--- src/rtl/muldiv_pkg.sv ---
// Shared definitions for the execute-stage multiply/divide unit:
// operation encodings, FSM state type and the divide-by-zero quotient.
package muldiv_pkg;

  localparam logic MD_MUL = 1'b0;
  localparam logic MD_DIV = 1'b1;

  typedef enum logic [1:0] {
    IDLE = 2'd0,
    RUN  = 2'd1,
    FIN  = 2'd2
  } md_state_e;

  localparam int                  MD_MAX_W  = 64;
  localparam logic [MD_MAX_W-1:0] DIV0_QUOT = '1;

endpackage

--- src/rtl/muldiv.sv ---
// Radix-2 iterative multiply/divide unit beside the ALU: one shift-add or
// shift-subtract step per clock, start/busy/done handshake for pipeline stalls.
module muldiv
  import muldiv_pkg::*;
#(
  parameter int WIDTH = 32
) (
  input  logic             clk,
  input  logic             rst,
  input  logic             start,
  input  logic             op,
  input  logic             u,
  input  logic [WIDTH-1:0] op1,
  input  logic [WIDTH-1:0] op2,
  output logic             busy,
  output logic             done,
  output logic [WIDTH-1:0] res_lo,
  output logic [WIDTH-1:0] res_hi
);

  localparam int            CW   = $clog2(WIDTH);
  localparam logic [CW-1:0] LAST = CW'(WIDTH - 1);

  md_state_e        state_q, state_d;
  logic [CW-1:0]    cnt_q, cnt_d;
  logic [WIDTH-1:0] acc_q, acc_d;
  logic [WIDTH-1:0] sh_q, sh_d;
  logic [WIDTH-1:0] b_q, b_d;
  logic             op_q, op_d;
  logic             neg_q, neg_d;
  logic [WIDTH-1:0] res_lo_q, res_lo_d;
  logic [WIDTH-1:0] res_hi_q, res_hi_d;

  logic [WIDTH:0]     add_v;
  logic [WIDTH+1:0]   div_trial;
  logic [2*WIDTH-1:0] prod;

  function automatic logic [WIDTH-1:0] abs_val(input logic signed [WIDTH-1:0] x);
    return x[WIDTH-1] ? -x : x;
  endfunction

  // Signed multiply runs on magnitudes and negates the product at the end.
  // Negative signed dividends are divided as ~op1 (= -op1-1) so the floored
  // quotient/remainder fall out as ~q' and op2-1-r' without a correction step.
  always_comb begin
    state_d   = state_q;
    cnt_d     = cnt_q;
    acc_d     = acc_q;
    sh_d      = sh_q;
    b_d       = b_q;
    op_d      = op_q;
    neg_d     = neg_q;
    res_lo_d  = res_lo_q;
    res_hi_d  = res_hi_q;
    add_v     = sh_q[0] ? ({1'b0, acc_q} + {1'b0, b_q}) : {1'b0, acc_q};
    div_trial = {1'b0, acc_q, sh_q[WIDTH-1]} - {2'b00, b_q};
    prod      = '0;

    case (state_q)
      IDLE: begin
        if (start) begin
          state_d = RUN;
          cnt_d   = '0;
          acc_d   = '0;
          op_d    = op;
          if (op == MD_MUL) begin
            neg_d = ~u & (op1[WIDTH-1] ^ op2[WIDTH-1]);
            sh_d  = u ? op1 : abs_val(op1);
            b_d   = u ? op2 : abs_val(op2);
          end else begin
            neg_d = ~u & op1[WIDTH-1];
            sh_d  = neg_d ? ~op1 : op1;
            b_d   = op2;
          end
        end
      end
      RUN: begin
        cnt_d = cnt_q + CW'(1);
        if (op_q == MD_MUL) begin
          acc_d = add_v[WIDTH:1];
          sh_d  = {add_v[0], sh_q[WIDTH-1:1]};
        end else if (!div_trial[WIDTH+1]) begin
          acc_d = div_trial[WIDTH-1:0];
          sh_d  = {sh_q[WIDTH-2:0], 1'b1};
        end else begin
          acc_d = {acc_q[WIDTH-2:0], sh_q[WIDTH-1]};
          sh_d  = {sh_q[WIDTH-2:0], 1'b0};
        end
        if (cnt_q == LAST) begin
          state_d = FIN;
          cnt_d   = '0;
          if (op_q == MD_MUL) begin
            prod     = neg_q ? -{acc_d, sh_d} : {acc_d, sh_d};
            res_lo_d = prod[WIDTH-1:0];
            res_hi_d = prod[2*WIDTH-1:WIDTH];
          end else begin
            res_lo_d = (b_q == '0) ? DIV0_QUOT[WIDTH-1:0] : (neg_q ? ~sh_d : sh_d);
            res_hi_d = neg_q ? (b_q + ~acc_d) : acc_d;
          end
        end
      end
      FIN:     state_d = IDLE;
      default: state_d = IDLE;
    endcase
  end

  always_ff @(posedge clk or negedge rst) begin
    if (!rst) begin
      state_q  <= IDLE;
      cnt_q    <= '0;
      acc_q    <= '0;
      sh_q     <= '0;
      b_q      <= '0;
      op_q     <= MD_MUL;
      neg_q    <= 1'b0;
      res_lo_q <= '0;
      res_hi_q <= '0;
    end else begin
      state_q  <= state_d;
      cnt_q    <= cnt_d;
      acc_q    <= acc_d;
      sh_q     <= sh_d;
      b_q      <= b_d;
      op_q     <= op_d;
      neg_q    <= neg_d;
      res_lo_q <= res_lo_d;
      res_hi_q <= res_hi_d;
    end
  end

  assign busy   = (state_q != IDLE);
  assign done   = (state_q == FIN);
  assign res_lo = res_lo_q;
  assign res_hi = res_hi_q;

endmodule

--- config.mk ---
export PLATFORM = sky130hd
export DESIGN_NAME = muldiv
export DESIGN_NICKNAME = d
export VERILOG_FILES = /design/src/rtl/muldiv_pkg.sv /design/src/rtl/muldiv.sv
export SDC_FILE = /design/constraint.sdc
export NUM_CORES = 1
export LEC_CHECK = 0
export CAP_MARGIN = 25
export CORE_MARGIN = 1
export CORE_UTILIZATION = 30
export CTS_CLUSTER_SIZE = 30
export DETAILED_ROUTE_END_ITERATION = 10
export MAX_ROUTING_LAYER = met4
export PLACE_DENSITY_LB_ADDON = 0.1
export SYNTH_ARGS = -nofsm -noshare
export SYNTH_HDL_FRONTEND = slang
export SYNTH_SLANG_ARGS = --single-unit
--- constraint.sdc ---
create_clock -name clk -period 8.8 [get_ports clk]
set_input_delay 1.76 -clock clk [delete_from_list [all_inputs] [get_ports clk]]
set_output_delay 1.76 -clock clk [all_outputs]
set_load 0.03 [all_outputs]
==> results.md <==
- The parity-gate share of the synthesized area counting xor and xnor cells is 9.31%.
- The number of nets with antenna violations after routing is 0.
- The count of max-cap constraint violations is 0.
- The die extent in x is 241 µm.
- The latest clock arrival within the worst-skew pair is 500 ps.
- The global routing's busiest layer is met2.
- The H-tree generated during clock tree synthesis spans 4 levels.
- The clock tree from TritonCTS is built.
- The first global-routing pass estimated between 100000 and 150000 µm of wire.
- At the worst endpoint, the required time is roughly 9000 ps.
- The type of the setup path with the least slack is reg2reg.
- The area enclosed by the die boundary is 57900 µm².
- The effective utilization at floorplan is 30.3%.
- Counting every net in the synthesized netlist gives 2404.
- The share of cells above drive strength 1 is 4.78%.
- The number of buffers created by CTS is 17.
- The mean post-synth cell area is 7.60 µm².
- The number of max-slew violations in the final report is 0.
- The area share of and/or/nand/nor cells after synthesis is 22.3%.
- In the synthesized netlist, mux cells make up under 10% of the area.
- Setup total negative slack on the finished layout was measured at 0 ps.
- The via count of the first global-routing pass is 16.5k.
- Once the clock tree was built, the setup fixing pass inserted 0 buffers.
- The met2 usage in global routing is a little over 40%.
- Leaving out filler cells and counting taps, the final layout contains slightly above 3k.
- The shortest period the worst path allows is 7020 ps.
- In this run the worst hold path is classified as reg2reg.
- Yosys mapped a number of flops with a built-in enable equal to 0.
- The floorplan core area is 56300 µm².
- After clock tree synthesis, the repair step resized 0 gates.
- The flow ran to the end, and the final reports show no timing, DRC or antenna violations.
- The number of cells traversed by the worst hold path is 2.
- The maximum fanout along the worst path is 11.
- Counting flops with an async set or reset pin after synthesis yields a share of 100%.
- In this run, synthesis produced a sequential element count of about 170.
- Counting every instance in the synthesized netlist gives roughly 2.2k.
- Counting cells, the worst reg-to-reg path comes to 23.
- STA classifies the critical path endpoint as a register.
- The number of distinct standard cells referenced by the synthesized netlist is 102.
- The weighted congestion reported at the end of routability-driven placement is 0.916.
- The post-route clock period utilization is 79.8%.
- By area, the combinational part of the netlist is dominated by compound AO/OA/AOI/OAI gates.
- The synthesis-to-layout area growth is 15.1%.
- After synthesis, the cell types taking the most area are sky130_fd_sc_hd__dfrtp_1 (25%), sky130_fd_sc_hd__ha_1 (6.3%), sky130_fd_sc_hd__o21ai_0 (5.9%).
- For this design, the CTS-stage hold fixing added 0 buffers.
- Wires add up to 69600 µm.
- From bottom edge to top edge, the die measures 241 µm.
- The synthesized design spends more area on one cell type than any other, namely sky130_fd_sc_hd__dfrtp_1.
- The total DRC errors in the routed layout is 0.
- The global-route met3 utilization is 2.91%.
- The total count of hold-check failures in the final report is 0.
- Including well taps, the total number of placed cells is 3023.
- Setup repair after global routing left no endpoint under its margin.
- Setup violations remaining at the end of the flow were counted as 0.
- The antenna diode count is 0.
- The total of warnings raised by yosys is 0.
- Entering global routing, the biggest net connects 86 pins.
- The setup skew after layout is 19.6 ps.
- The net total in the final layout is about 2.4k.
- The kind of launch point of the worst setup path is a register.
- The number of placement rows is 87.
- Global routing consumed, on the met1 layer, about a third of the routing resources.
- The number of DRC violations after detailed-routing iteration 0 is 1314.
- Clock tree synthesis selected as its root buffer the cell sky130_fd_sc_hd__clkbuf_16.
- The number of placed I/O pins is 135.
- Using the TritonRoute via totals, the vias-per-cell ratio works out to 5.67.
- The quantity of I/O buffers inserted on ports is 134.
- The via count is 17.3k.
- The arithmetic-cell share of the synthesized area counting full adders, half adders and majority gates is 7.31%.
- The worst-case clock buffer depth is 2.
- The post-synthesis instance area is 17100 µm².
- For this run, the register share of the synthesized area comes to 24.8%.
- The top cell type's share of synthesized area is 24.8%.
- The post-DP HPWL is between 50000 and 60000 µm.
- The most used flip-flop cell after synthesis is sky130_fd_sc_hd__dfrtp_1.
- The post-synthesis compound-gate area fraction is 28.3%.
- The initial antenna violation count is 0.
- The normalized max-slew margin is 31.3%.
- The worst endpoint data arrival time is about 7400 ps.
- After clock tree synthesis, the clock-pin slew on the worst setup and hold paths is 70 ps.
- For the pin with the worst max-slew slack, the measured transition is 1000 ps.
- In the global route stage, overall resource usage came out at 25.1%.
- The TritonCTS sink count is around 170.
- The maximum achievable frequency is 142 MHz.
- The length of the first detailed-routing pass in iterations is 7.
- In the final routed layout, each cell accounts on average for ~23 µm.
- The leftover overflow at the end of global routing is 0.
[state kept, by name, indices dropped and copies added, names as in the netlist]
signal and cells:
res_lo 32, b_q 32, sh_q 32, op_q 1, acc_q 32, neg_q 1
cnt_q 5, res_hi 32, state_q 2
[through the flow]
stage	setup WS, ps	instance area (µm²)	hold WS (ps)	utilization [%]
after floorplan	2310	17100	484	-
after global placement	2010	19100	468	33.9
after detailed placement	1900	19100	474	33.9
after CTS	1850	19600	492	34.9
after global routing	1290	19600	508	34.9
final	1780	19600	482	34.9
[area by class of cell]
type | instances | area [µm²]
Fill cell | 6024 | 36600
Multi-Input combinational cell | 1864 | 12000
Sequential cell | 169 | 4240
Timing Repair Buffer | 162 | 1570
Tap cell | 756 | 946
Clock buffer | 18 | 439
Inverter | 72 | 270
Clock inverter | 14 | 153
[placed cells by master, fill, tap and decap left out, types with 17 or more instances in the layout]
cell type and count:
sky130_fd_sc_hd__nand2_1 251, sky130_fd_sc_hd__o21ai_0 203, sky130_fd_sc_hd__nor2_1 190, sky130_fd_sc_hd__dfrtp_1 166, sky130_fd_sc_hd__a21oi_1 154, sky130_fd_sc_hd__clkdlybuf4s50_1 133, sky130_fd_sc_hd__xnor2_1 105, sky130_fd_sc_hd__nand3_1 90
sky130_fd_sc_hd__ha_1 86, sky130_fd_sc_hd__xor2_1 72, sky130_fd_sc_hd__inv_1 68, sky130_fd_sc_hd__nor3_1 53, sky130_fd_sc_hd__a21o_1 44, sky130_fd_sc_hd__mux2i_1 44, sky130_fd_sc_hd__o221ai_1 39, sky130_fd_sc_hd__o21a_1 33
sky130_fd_sc_hd__a211oi_1 31, sky130_fd_sc_hd__nor2b_1 31, sky130_fd_sc_hd__a31oi_1 29, sky130_fd_sc_hd__buf_4 27, sky130_fd_sc_hd__nand2b_1 26, sky130_fd_sc_hd__or3_1 25, sky130_fd_sc_hd__o31ai_1 25, sky130_fd_sc_hd__o211ai_1 24
sky130_fd_sc_hd__nand4_1 22, sky130_fd_sc_hd__nor4_1 19, sky130_fd_sc_hd__and2_1 17, sky130_fd_sc_hd__clkbuf_16 17
[critical path, cell delays in order (launching register included)]
cell,delay [ps]
sky130_fd_sc_hd__dfrtp_1,490
sky130_fd_sc_hd__inv_2,130
sky130_fd_sc_hd__ha_1,460
sky130_fd_sc_hd__nand2_1,150
sky130_fd_sc_hd__or3_1,440
sky130_fd_sc_hd__a211oi_2,370
sky130_fd_sc_hd__o311a_1,620
sky130_fd_sc_hd__nor3_1,100
sky130_fd_sc_hd__o31ai_1,450
sky130_fd_sc_hd__inv_1,220
sky130_fd_sc_hd__ha_1,270
sky130_fd_sc_hd__ha_1,190
sky130_fd_sc_hd__a21oi_1,120
sky130_fd_sc_hd__o211ai_1,160
sky130_fd_sc_hd__maj3_1,410
sky130_fd_sc_hd__o211a_1,250
sky130_fd_sc_hd__o31ai_1,360
sky130_fd_sc_hd__a31oi_1,200
sky130_fd_sc_hd__a31oi_1,480
sky130_fd_sc_hd__nor3_1,250
sky130_fd_sc_hd__o21ai_0,330
sky130_fd_sc_hd__nor3_1,100
sky130_fd_sc_hd__mux2i_1,130
sky130_fd_sc_hd__o211a_1,210
[path summary, 6_finish.rpt]
| check | start | end | slack, ps |
|---|---|---|---|
| min in group asynchronous | rst | b_q[27] | 1280 |
| worst max register to register | b_q[11] | res_hi[26] | 1780 |
| worst min-delay path | res_hi[14] | res_hi[14] | 480 |
| worst min register to register | res_hi[14] | res_hi[14] | 480 |
| worst max-delay path | b_q[11] | res_hi[26] | 1780 |
| max in group asynchronous | rst | neg_q | 6170 |
[routing by layer]
metal | wire length, µm | share of wire, %
met5 | 0 | 0
met3 | 2780 | 4.0
met2 | 33600 | 48
met1 | 31900 | 46
met4 | 1300 | 1.9
[logic make-up (layout without fill, tap and decap cells)]
family,after synthesis,in the layout
fa+ha+maj,101,101
mux,54,54
buf+inv,214,266
flops,169,169
xor+xnor,179,179
compound gates,734,734
simple gates,796,796
[synth_stat cells, drive strengths merged (16+ instances only)]
cell,count
o221ai,39
o211ai,25
nand4,22
o31ai,26
and2,19
nor4,20
buf,25
inv,71
ha,86
nor3,53
clkbuf,117
nor2b,31
a21oi,155
a21o,44
or3,27
xor2,72
and3,16
nand2,252
a31oi,30
o21ai,215
nand3,90
mux2i,44
nand2b,27
xnor2,106
nor2,193
dfrtp,169
a211oi,32
o21a,33
Power is left out: the tool's default activity adds up to more than one toggle a clock period on the data nets, which glitch-free logic cannot reach.
